$ cat src/rtl/img2col_patch_gen_if.sv
// Stream bundle for the img2col patch generator:
// raster pixels in, flattened K x K patches out, frame control.
interface img2col_patch_gen_if #(
    parameter int DATA_W = 8,
    parameter int K      = 3
);
    logic                  start;
    logic                  map_finish;
    logic                  in_valid;
    logic [DATA_W-1:0]     in_data;
    logic                  in_ready;
    logic                  out_valid;
    logic [K*K*DATA_W-1:0] out_data;
    logic                  out_ready;
    logic                  map_done;

    modport master (
        output start, map_finish, in_valid, in_data, out_ready,
        input  in_ready, out_valid, out_data, map_done
    );

    modport slave (
        input  start, map_finish, in_valid, in_data, out_ready,
        output in_ready, out_valid, out_data, map_done
    );
endinterface

$ cat src/rtl/img2col_patch_gen.sv
// Sliding-window img2col: K-1 line buffers feed a K x K window
// that emits one stride-1, unpadded patch per interior pixel.
module img2col_patch_gen #(
    parameter int DATA_W = 8,
    parameter int IMG_W  = 32,
    parameter int IMG_H  = 32,
    parameter int K      = 3
) (
    input  logic               clk,
    input  logic               nrst,
    img2col_patch_gen_if.slave bus
);
    localparam int CW = (IMG_W > 1) ? $clog2(IMG_W) : 1;
    localparam int RW = (IMG_H > 1) ? $clog2(IMG_H) : 1;
    localparam int OW = K * K * DATA_W;

    localparam logic [CW-1:0] COL_LAST  = CW'(IMG_W - 1);
    localparam logic [RW-1:0] ROW_LAST  = RW'(IMG_H - 1);
    localparam logic [CW-1:0] COL_FIRST = CW'(K - 1);
    localparam logic [RW-1:0] ROW_FIRST = RW'(K - 1);

    typedef enum logic [1:0] {IDLE, ACTIVE, DRAIN} state_t;

    state_t state;
    state_t state_next;

    logic [CW-1:0]     col;
    logic [RW-1:0]     row;
    logic              out_valid;
    logic              map_done;
    logic              in_ready;
    logic              restart;
    logic              leave_drain;
    logic              accept;
    logic              last_px;
    logic              hit;
    logic [OW-1:0]     out_flat;
    logic [DATA_W-1:0] win [K][K];
    logic [DATA_W-1:0] lb  [K-1][IMG_W];

    assign last_px = (row == ROW_LAST) && (col == COL_LAST);
    assign hit     = (row >= ROW_FIRST) && (col >= COL_FIRST);
    assign accept  = bus.in_valid && in_ready && !bus.map_finish;

    always_ff @(posedge clk or negedge nrst) begin
        if (!nrst) state <= IDLE;
        else       state <= state_next;
    end

    always_comb begin
        state_next  = state;
        in_ready    = 1'b0;
        restart     = 1'b0;
        leave_drain = 1'b0;
        unique case (state)
            IDLE: begin
                if (bus.start) begin
                    state_next = ACTIVE;
                    restart    = 1'b1;
                end
            end
            ACTIVE: begin
                in_ready = !out_valid || bus.out_ready;
                if (bus.in_valid && in_ready && last_px)
                    state_next = DRAIN;
            end
            DRAIN: begin
                if (!out_valid || bus.out_ready) begin
                    state_next  = IDLE;
                    leave_drain = 1'b1;
                end
            end
            default: state_next = IDLE;
        endcase
        // abort wins over start, acceptance and completion
        if (bus.map_finish) begin
            state_next  = IDLE;
            restart     = 1'b0;
            leave_drain = 1'b0;
        end
    end

    always_ff @(posedge clk or negedge nrst) begin
        if (!nrst) begin
            row       <= '0;
            col       <= '0;
            out_valid <= 1'b0;
            map_done  <= 1'b0;
        end else begin
            map_done <= leave_drain;
            if (restart || bus.map_finish) begin
                row       <= '0;
                col       <= '0;
                out_valid <= 1'b0;
            end else begin
                if (accept) begin
                    if (col == COL_LAST) begin
                        col <= '0;
                        row <= (row == ROW_LAST) ? '0 : row + RW'(1);
                    end else begin
                        col <= col + CW'(1);
                    end
                end
                if (accept && hit)     out_valid <= 1'b1;
                else if (bus.out_ready) out_valid <= 1'b0;
            end
        end
    end

    // window only moves on acceptance, so a pending patch stays put
    always_ff @(posedge clk or negedge nrst) begin
        if (!nrst) begin
            for (int i = 0; i < K; i++)
                for (int j = 0; j < K; j++)
                    win[i][j] <= '0;
        end else if (restart) begin
            for (int i = 0; i < K; i++)
                for (int j = 0; j < K; j++)
                    win[i][j] <= '0;
        end else if (accept) begin
            for (int i = 0; i < K; i++)
                for (int j = 0; j < K - 1; j++)
                    win[i][j] <= win[i][j+1];
            for (int i = 0; i < K - 1; i++)
                win[i][K-1] <= lb[K-2-i][col];
            win[K-1][K-1] <= bus.in_data;
        end
    end

    // lb[b] holds row (row-1-b) at the current column
    always_ff @(posedge clk) begin
        if (accept) begin
            lb[0][col] <= bus.in_data;
            for (int b = 1; b < K - 1; b++)
                lb[b][col] <= lb[b-1][col];
        end
    end

    always_comb begin
        out_flat = '0;
        for (int i = 0; i < K; i++)
            for (int j = 0; j < K; j++)
                out_flat[(i*K+j)*DATA_W +: DATA_W] = win[i][j];
    end

    assign bus.in_ready  = in_ready;
    assign bus.out_valid = out_valid;
    assign bus.out_data  = out_flat;
    assign bus.map_done  = map_done;
endmodule
$ cat src/flat_wrapper.sv
// flat-port wrapper written by rule: the top's interface ports become plain ports
module img2col_patch_gen_flat 
#(
    parameter int DATA_W = 8,
    parameter int IMG_W  = 32,
    parameter int IMG_H  = 32,
    parameter int K      = 3
)
  (clk, nrst, bus_start, bus_map_finish, bus_in_valid, bus_in_data, bus_out_ready, bus_in_ready, bus_out_valid, bus_out_data, bus_map_done);
  img2col_patch_gen_if #(.DATA_W(DATA_W), .K(K)) bus_i ();
  input  logic clk;
  input  logic nrst;
  input wire logic [$bits(bus_i.start)-1:0] bus_start;
  input wire logic [$bits(bus_i.map_finish)-1:0] bus_map_finish;
  input wire logic [$bits(bus_i.in_valid)-1:0] bus_in_valid;
  input wire logic [$bits(bus_i.in_data)-1:0] bus_in_data;
  input wire logic [$bits(bus_i.out_ready)-1:0] bus_out_ready;
  output wire logic [$bits(bus_i.in_ready)-1:0] bus_in_ready;
  output wire logic [$bits(bus_i.out_valid)-1:0] bus_out_valid;
  output wire logic [$bits(bus_i.out_data)-1:0] bus_out_data;
  output wire logic [$bits(bus_i.map_done)-1:0] bus_map_done;
  assign bus_i.start = bus_start;
  assign bus_i.map_finish = bus_map_finish;
  assign bus_i.in_valid = bus_in_valid;
  assign bus_i.in_data = bus_in_data;
  assign bus_i.out_ready = bus_out_ready;
  assign bus_in_ready = bus_i.in_ready;
  assign bus_out_valid = bus_i.out_valid;
  assign bus_out_data = bus_i.out_data;
  assign bus_map_done = bus_i.map_done;
  img2col_patch_gen #(.DATA_W(DATA_W), .IMG_W(IMG_W), .IMG_H(IMG_H), .K(K)) u_core (.clk(clk), .nrst(nrst), .bus(bus_i));
endmodule
$ cat config.mk
export PLATFORM = sky130hd
export DESIGN_NAME = img2col_patch_gen_flat
export DESIGN_NICKNAME = d
export VERILOG_FILES = /design/src/rtl/img2col_patch_gen_if.sv /design/src/rtl/img2col_patch_gen.sv /design/src/flat_wrapper.sv
export SDC_FILE = /design/constraint.sdc
export NUM_CORES = 1
export LEC_CHECK = 0
export BUFFER_PORTS_ARGS = -buffer_cell sky130_fd_sc_hd__buf_4
export CORE_UTILIZATION = 37
export DETAILED_ROUTE_END_ITERATION = 10
export GPL_ROUTABILITY_DRIVEN = 0
export PLACE_DENSITY_LB_ADDON = 0.08
export SLEW_MARGIN = 0
export SYNTH_ARGS = -nofsm -noshare
export SYNTH_HDL_FRONTEND = slang
export SYNTH_SLANG_ARGS = --single-unit
$ cat constraint.sdc
create_clock -name clk -period 2.8 [get_ports clk]
set_input_delay 0.14 -clock clk [delete_from_list [all_inputs] [get_ports clk]]
set_output_delay 0.14 -clock clk [all_outputs]
set_load 0.02 [all_outputs]
==> impl_metrics.yaml, run 1 <==
worst_setup_path:
  worst_setup_path_start_kind: "flip-flop"
  cp-end-kind: "flip-flop"
  worst-path-max-fanout: 11
  cp.arrival_ns: 3.16
  criticalPathCategory: "flip-flop to flip-flop"
  worstPathRequired_ns: 3.23
yosys:
  ys_seq_elements: 598
  yosysWarnings: 0
  syn_area_mm2: 0.0233
  syn_inst: 1445
  synthTopCellsByArea: "edfxtp_1, mux2i_1, dfrtp_1, o22ai_1, nand2_1"
  synth_cell_types: 41
  syn_nets: 1467
  synth_edf_count: 512
  netlist.area_leader.share: 0.660
  yosysSeqAreaShare: 0.753
  ys.flop_type: "edfxtp_1"
  async_flop_share: 0.144
  synth.avg_cell_area_um2: 16.1
  netlist.top_cell.by_area: "edfxtp_1"
routing:
  drcViolationCount: 0
  wl_per_cell_um: 26.1
  ant_nets: 0
  vias: 13300
  drtIter0Drc: 1036
  dr.pass1.iters: 5
  finalWirelength_um: 66300
  via_per_inst: 5.24
timing:
  worst_pin_slew_ns: 0.983
  max_clock_freq_mhz: 367
  finalHoldViolations: 0
  rsz0062_at_grt: "no"
  finalMaxSlewViolations: 0
  period_minus_slack_ns: 2.73
  period_share: 0.974
  max-slew-margin-rel: 0.344
  setup_viol_count_final: 0
  finClkSkew_ns: 0.0216
die:
  die-height_um: 253
  core_area_mm2: 0.0619
  boundaryPins: 89
  die_w_um: 253
  floorplan.initialDensity: 0.376
  dieArea_mm2: 0.0640
  row_count: 91
layout:
  area.growth.synth_to_final_pct: 20.9
  most-common-layout-cells: "edfxtp_1, mux2i_1, buf_4"
  fin_nets: 1673
  seqCellArea_mm2: 0.0175
  layout_commonest_cell: "edfxtp_1"
  utilization: 0.455
  layout-drive-gt1-share: 0.195
  multiInputGateArea_mm2: 0.00533
  n_fill_cell: 5517
grt:
  grt_max_degree: 85
  grt_first_pass_wirelength_um: 96400
  grt_usage: 0.210
  overflow: 0
  antenna_found_initial: 0
  grt_pass1_vias: 13400
cts:
  post-cts-setup-buffers: 0
  cts-root-buf: "clkbuf_16"
  path_clk_slew_ns: 0.06
  cts_tree: "built"
  clk_latency_ns: 0.61
  cts_buffer_depth: 3
  cts_buffers: 69
  cts.sinks: 598
  h-tree-depth: 3
run:
  cap_violations: 0
placed_design:
  dp_hpwl_um: 42600
  port_buffers: 88
run_status:
  status: "completed"
power:
  power_density_mw_per_mm2: 696
  p_leak_nw: 9.71
  total_power_mw: 19.6
  vdd_drop_max_uv: 461
hold_path:
  min_path_type: "input pin to flip-flop"
## cell families after synthesis
| kind of cell | synth area share |
|---|---|
| flops | 0.753 |
| simple gates | 0.0667 |
| mux | 0.110 |
| compound gates | 0.0461 |
| buf+inv | 0.0204 |
| fa+ha+maj | 0.00430 |
## cell usage after synthesis, drive strengths merged, types with 3 or more instances
cell	count
or4b	5
o22ai	128
nor2	38
dfrtp	86
ha	8
and3	11
a21oi	20
a21o	8
nor4	32
clkbuf	36
mux2i	256
nand2	130
nand3	61
buf	56
nand3b	5
nor3	4
o21ai	5
nand4b	4
edfxtp	512
nand4bb	6
or4	3
nand4	3
inv	4
a31oi	10
## stage by stage
step	worst slack (ns)	cells	cell area (um^2)	setup TNS, ns	hold WS [ns]
after global routing	0.00740	2542	28100	0	0.0299
after floorplan	0.235	1445	23300	0	-0.156
after global placement	-0.169	2411	25900	-4.53	0.223
after detailed placement	-0.216	2411	25900	-6.64	0.219
after CTS	0.0585	2542	28100	0	0.00619
final	0.0733	2543	28200	0	0.0213
## power by group
| group | switching (mW) | total [mW] | internal, mW | leakage (nW) |
|---|---|---|---|---|
| logic | 0.593 | 0.929 | 0.336 | 2.86 |
| clock network | 3.54 | 8.79 | 5.25 | 1.08 |
| registers | 0.115 | 9.89 | 9.77 | 5.77 |
| total | 4.25 | 19.6 | 15.4 | 9.71 |
## routing by layer
layer  vias up  wire length (um)  GRT usage
met5         -                 0          0
met4         0              1270     0.0494
met3        85              2480     0.0332
met2       290             32400      0.348
met1      6902             30100      0.290
li1       6043                 -          -
## final timing paths
kind                       cells after the start  slack, ns                                start                                   to
max in group asynchronous                      3       1.98                                 nrst  u_core.bus.out_data[27]$_DFFE_PN0P_
setup reg to reg                               7       0.07            u_core.col[3]$_DFFE_PN0P_  u_core.bus.out_data[22]$_DFFE_PN0P_
hold / removal                                 3       0.02                       bus_in_data[0]  u_core.bus.out_data[64]$_DFFE_PN0P_
setup / recovery                               7       0.07            u_core.col[3]$_DFFE_PN0P_  u_core.bus.out_data[22]$_DFFE_PN0P_
min in group asynchronous                      2       0.12                                 nrst   u_core.bus.out_data[4]$_DFFE_PN0P_
hold reg to reg                                2       0.49  u_core.bus.out_data[38]$_DFFE_PN0P_  u_core.bus.out_data[30]$_DFFE_PN0P_
## area by class of cell
class / instances / share of cell area
sequential: 598 / 0.623
inverter: 4 / 0.000533
tap: 837 / 0.0372
timing repair buffer: 227 / 0.0717
antenna: 1 / 0.0000889
clock buffer: 92 / 0.0677
clock inverter: 33 / 0.0107
multi-input combinational: 751 / 0.189
## what timing repair did
item | 4_1_cts | 5_1_grt
resized for setup | 3 | 2
pin swaps | 0 | 0
hold buffers | 6 | 0
endpoints found under the setup margin | 99 | 23
hold endpoints to repair | 69 | 0
## worst max-delay path, cell delays in order, from the launching register on
cell     delay [ns]
dfrtp_1        0.54
buf_4          0.23
or4_1          0.44
buf_4          0.27
o22ai_1        0.10
nor4_1         0.64
buf_4          0.25
a31oi_1        0.08
## state kept, by name, indices dropped and copies added, names as in the netlist
name                  count
u_core.bus.out_data      72
u_core.lb               512
u_core.col                5
u_core.state              2
u_core.row                5
u_core.bus.out_valid      1
u_core.bus.map_done       1
Note: power is estimated with default switching activity, not from simulation.
==> inputs of run 2 (changes only) <==
--- a/config.mk
+++ b/config.mk
@@ -6,6 +6,8 @@
 export NUM_CORES = 1
 export LEC_CHECK = 0
 export BUFFER_PORTS_ARGS = -buffer_cell sky130_fd_sc_hd__buf_4
+export CELL_PAD_IN_SITES_DETAIL_PLACEMENT = 0
+export CELL_PAD_IN_SITES_GLOBAL_PLACEMENT = 1
 export CORE_UTILIZATION = 37
 export DETAILED_ROUTE_END_ITERATION = 10
 export GPL_ROUTABILITY_DRIVEN = 0
==> run 2 against run 1 <==
Sequential power barely moved. Clock skew fell by 0.0043 ns. Worst hold slack improved by 0.065 ns. First-iteration DRC count fell by 8.1%. Cell count fell by 0.31%. Fmax rose by 0.77%. Total power fell by 1.6%. Core utilization fell by 0.24 points. Critical endpoint is now u_core.bus.out_data[40]$_DFFE_PN0P_. Highest routed layer is now met5.
==> impl_metrics.yaml, run 2 (same netlist as run 1, synthesis figures left out) <==
layout:
  layout-drive-gt1-share: 0.191
  largest_register: "u_core.lb"
  most-common-layout-cells: "edfxtp_1, mux2i_1, buf_4"
  area.growth.synth_to_final_pct: 20.2
  utilization: 0.452
  largest_register_ff_count: 512
  fin_nets: 1664
  layout_commonest_cell: "edfxtp_1"
  final_cells: 2535
  n_fill_cell: 5510
run_status:
  status: "completed"
cts:
  cts_tree: "built"
  h-tree-depth: 3
  cts_buffers: 68
  clk_latency_ns: 0.60
  cts_buffer_depth: 3
  cts-root-buf: "clkbuf_16"
  cts.sinks: 598
  path_clk_slew_ns: 0.06
worst_setup_path:
  worstPathRequired_ns: 3.28
  critPathMostFrequentCell: "buf_4"
  cp.arrival_ns: 3.19
  cp_cell_sequence: "buf_4, buf_4, mux2i_1, o22ai_1, nor4_1, nand2_1, buf_12, a21o_1"
  max_stage_delay_ns: 0.64
  path_buf_inv: 3
  cp-end-kind: "flip-flop"
  worst_setup_path_start_kind: "flip-flop"
  slowest_stage: "nor4_1"
  criticalPathCategory: "flip-flop to flip-flop"
  worst-path-max-fanout: 33
  crit_family: "simple AND/OR/NAND/NOR gates"
grt:
  grt_usage: 0.205
  antenna_found_initial: 4
  grt_max_degree: 87
  grt_first_pass_wirelength_um: 94200
  overflow: 0
  grt_pass1_vias: 13400
routing:
  ant_nets: 0
  dr.max_layer_used: "met5"
  dr_wl_met3_um: 2460
  via_per_inst: 5.19
  dr.pass1.iters: 4
  dr_wl_met2_um: 31300
  met1_length_um: 29800
  drtIter0Drc: 952
  drcViolationCount: 0
  finalWirelength_um: 64700
  wl_per_cell_um: 25.5
  vias: 13200
die:
  core_area_mm2: 0.0619
  boundaryPins: 89
  row_count: 91
  die-height_um: 253
  die_w_um: 253
  floorplan.initialDensity: 0.376
  dieArea_mm2: 0.0640
placed_design:
  dp_hpwl_um: 39800
  placedCellCount: 2396
  port_buffers: 88
timing:
  finClkSkew_ns: 0.0174
  finalMaxSlewViolations: 0
  finalHoldViolations: 0
  setup_viol_count_final: 0
  rsz0062_at_grt: "no"
  worst_pin_slew_ns: 0.776
  period_share: 0.966
  max-slew-margin-rel: 0.483
  max_clock_freq_mhz: 370
  period_minus_slack_ns: 2.71
run:
  cap_violations: 0
hold_path:
  min_path_type: "input pin to flip-flop"
power:
  power_density_mw_per_mm2: 689
  p_leak_nw: 9.65
  vdd_drop_max_uv: 429
run 2: final timing paths:
path / slack, ns / depth (start not counted) / from / to
worst min-delay path: 0.09 / 5 / bus_start / u_core.row[3]$_DFFE_PN0P_
min in group asynchronous: 0.14 / 2 / nrst / u_core.row[3]$_DFFE_PN0P_
max in group asynchronous: 1.87 / 3 / nrst / u_core.bus.out_data[68]$_DFFE_PN0P_
worst max register to register: 0.09 / 8 / u_core.col[0]$_DFFE_PN0P_ / u_core.bus.out_data[40]$_DFFE_PN0P_
worst min register to register: 0.49 / 2 / u_core.bus.out_data[38]$_DFFE_PN0P_ / u_core.bus.out_data[30]$_DFFE_PN0P_
worst max-delay path: 0.09 / 8 / u_core.col[0]$_DFFE_PN0P_ / u_core.bus.out_data[40]$_DFFE_PN0P_
run 2: metal layers:
metal,global-route usage,up-vias
met5,0,-
met4,0.0487,2
met3,0.0371,80
met2,0.337,242
met1,0.283,6795
li1,-,6031
run 2: where the power goes:
| part | total (mW) | internal, mW | switching [mW] |
|---|---|---|---|
| clock | 8.51 | 5.01 | 3.50 |
| sequential | 9.88 | 9.77 | 0.111 |
| combinational | 0.896 | 0.328 | 0.568 |
run 2: stage by stage:
step	cell area [um^2]	worst slack, ns	power (mW)	hold WS [ns]	TNS (ns)
2_1_floorplan	23300	0.235	10.5	-0.156	0
3_3_place_gp	25600	-0.693	11.0	0.268	-74.61
3_5_place_dp	25700	-0.276	11.0	0.252	-34.22
4_1_cts	28000	0.0147	19.5	0.0628	0
5_1_grt	28000	0.0128	19.9	0.100	0
6_report	28000	0.0941	19.3	0.0867	0
run 2: cell type report:
class | count | area, um^2 | share of cell area
diodes | 3 | 7.51 | 0.000268
clock buffers | 90 | 1880 | 0.0671
clock inverters | 33 | 260 | 0.00929
inverters | 4 | 15.0 | 0.000536
multi-input cells | 751 | 5380 | 0.192
flip-flops and latches | 598 | 17500 | 0.626
well taps | 837 | 1050 | 0.0374
repair buffers | 219 | 1880 | 0.0673
run 2: worst register-to-register path: stages (launching register included):
cell and delay (ns):
dfrtp_4 0.42, buf_4 0.19, buf_4 0.34, mux2i_1 0.29
o22ai_1 0.11, nor4_1 0.64, nand2_1 0.20, buf_12 0.21
a21o_1 0.19
run 2: repair_timing:
action / in CTS / in global routing
gates cloned: 0 / 0
pin swaps: 0 / 1
hold buffers: 13 / 0
gates resized for setup: 7 / 4
hold endpoints to repair: 87 / 0
setup endpoints to repair: 198 / 230
setup buffers: 0 / 0
==> inputs of run 3 (changes only) <==
--- a/config.mk
+++ b/config.mk
@@ -12,6 +12,7 @@
 export DETAILED_ROUTE_END_ITERATION = 10
 export GPL_ROUTABILITY_DRIVEN = 0
 export PLACE_DENSITY_LB_ADDON = 0.08
+export REMOVE_ABC_BUFFERS = 1
 export SLEW_MARGIN = 0
 export SYNTH_ARGS = -nofsm -noshare
 export SYNTH_HDL_FRONTEND = slang
==> run 3 against run 2 <==
Clock-buffer cell count rose by 3. Global-route usage rose by 0.15 points. Total power rose by 0.74%. Sequential power barely moved. First-iteration DRC count rose by 18%. Setup slack got worse by 0.038 ns. Register-to-register slack got worse by 0.04 ns. Core utilization rose by 0.47 points. Die area did not move. Clock power rose by 2%. Routed wire length rose by 0.92%. Cell area rose by 1.0%. Largest cell class unchanged. Highest routed layer is now met4.
==> impl_metrics.yaml, run 3 (same netlist as run 1, synthesis figures left out) <==
run_status:
  status: "completed"
timing:
  period_share: 0.980
  max-slew-margin-rel: 0.360
  tns_ns: 0
  max_clock_freq_mhz: 364
  finalHoldViolations: 0
  finalMaxSlewViolations: 0
  rsz0062_at_grt: "no"
  finClkSkew_ns: 0.0162
  period_minus_slack_ns: 2.74
  worst_pin_slew_ns: 0.958
  setup_viol_count_final: 0
power:
  vdd_drop_max_uv: 358
  p_leak_nw: 9.78
  power_density_mw_per_mm2: 687
layout:
  layout-drive-gt1-share: 0.201
  area.growth.synth_to_final_pct: 21.5
  largest_register_ff_count: 512
  largest_register: "u_core.lb"
  final_area_mm2: 0.0283
  layout_commonest_cell: "edfxtp_1"
  fin_nets: 1683
  n_fill_cell: 5526
  diodes: 0
  most-common-layout-cells: "edfxtp_1, mux2i_1, buf_4"
routing:
  vias: 13300
  drtIter0Drc: 1126
  wl_per_cell_um: 25.6
  finalWirelength_um: 65300
  dr.pass1.iters: 5
  drcViolationCount: 0
  via_per_inst: 5.21
  ant_nets: 0
placed_design:
  dp_hpwl_um: 40300
  port_buffers: 88
  dpl_cell_area_mm2: 0.0259
grt:
  grt_first_pass_wirelength_um: 94200
  grt_pass1_vias: 13300
  overflow: 0
  grt_max_degree: 87
  antenna_found_initial: 0
  grt_usage: 0.207
worst_setup_path:
  worstPathRequired_ns: 3.14
  worst_setup_path_start_kind: "flip-flop"
  criticalPathCategory: "flip-flop to flip-flop"
  cp-end-kind: "flip-flop"
  crit_family: "simple AND/OR/NAND/NOR gates"
  path_buf_inv: 2
  worst-path-max-fanout: 33
  critPathMostFrequentCell: "buf_4"
  slowest_stage: "or4b_1"
  rrSetupSlack_ns: 0.06
  max_stage_delay_ns: 0.63
  cp.arrival_ns: 3.09
  cp_cell_sequence: "buf_4, or4b_1, o22ai_1, nor4_4, nand2_1, buf_4"
die:
  die-height_um: 253
  dieArea_mm2: 0.0640
  core_area_mm2: 0.0619
  row_count: 91
  floorplan.initialDensity: 0.376
  boundaryPins: 89
  die_w_um: 253
cts:
  cts-root-buf: "clkbuf_16"
  path_clk_slew_ns: 0.07
  clk_latency_ns: 0.60
  cts_tree: "built"
  h-tree-depth: 3
  cts.sinks: 598
  cts_buffers: 68
  cts_buffer_depth: 3
hold_path:
  min_path_type: "input pin to flip-flop"
run:
  cap_violations: 0
-- run 3: metrics by stage --
stage	utilization	setup WS [ns]	hold slack, ns	instances	power (mW)
final	0.457	0.0562	0.0180	2551	19.4
after global routing	0.457	0.000694	0.0143	2551	20.0
after CTS	0.456	0.00139	0.00616	2551	19.7
after detailed placement	0.418	-0.447	0.195	2417	10.9
after global placement	0.418	-0.388	0.194	2417	10.9
after floorplan	-	-7.43	-0.156	1353	10.5
-- run 3: layout make-up --
| class | count | area, um^2 | share of cell area |
|---|---|---|---|
| clock buffers | 93 | 1980 | 0.0701 |
| clock inverters | 30 | 210 | 0.00743 |
| repair buffers | 238 | 2120 | 0.0751 |
| flip-flops and latches | 598 | 17500 | 0.620 |
| well taps | 837 | 1050 | 0.0370 |
| inverters | 4 | 15.0 | 0.000531 |
| multi-input cells | 751 | 5380 | 0.190 |
-- run 3: worst paths after layout --
| check | start | end | depth (start not counted) |
|---|---|---|---|
| min in group asynchronous | nrst | u_core.bus.out_data[30]$_DFFE_PN0P_ | 2 |
| max in group asynchronous | nrst | u_core.col[0]$_DFFE_PN0P_ | 3 |
| hold / removal | bus_in_data[4] | u_core.lb[0][116]$_DFFE_PP_ | 1 |
| setup / recovery | u_core.col[3]$_DFFE_PN0P_ | u_core.lb[0][489]$_DFFE_PP_ | 6 |
| hold reg to reg | u_core.bus.out_data[13]$_DFFE_PN0P_ | u_core.bus.out_data[5]$_DFFE_PN0P_ | 2 |
| setup reg to reg | u_core.col[3]$_DFFE_PN0P_ | u_core.lb[0][489]$_DFFE_PP_ | 6 |
-- run 3: worst reg2reg max path, cell delays in order, from the launching register on --
cell and delay [ns]:
dfrtp_1 0.59, buf_4 0.23, or4b_1 0.63, o22ai_1 0.43
nor4_4 0.13, nand2_1 0.09, buf_4 0.37
-- run 3: report_power, final --
part,internal [mW],switching [mW]
clock,5.21,3.46
combinational,0.329,0.566
sequential,9.77,0.0929
-- run 3: metal layers --
layer,vias up,GRT usage,part of all wire
met1,6824,0.286,0.46
met3,86,0.0308,0.037
met4,0,0.0566,0.022
met5,-,0,0
li1,6076,-,-
met2,315,0.339,0.48
-- run 3: repair_timing --
item / 4_1_cts / 5_1_grt
pin swaps: 1 / 0
endpoints found under the hold margin: 95 / 0
gates cloned: 0 / 0
setup buffers: 1 / 0
setup endpoints to repair: 118 / 135
hold buffers: 10 / 0
gates resized for setup: 5 / 8
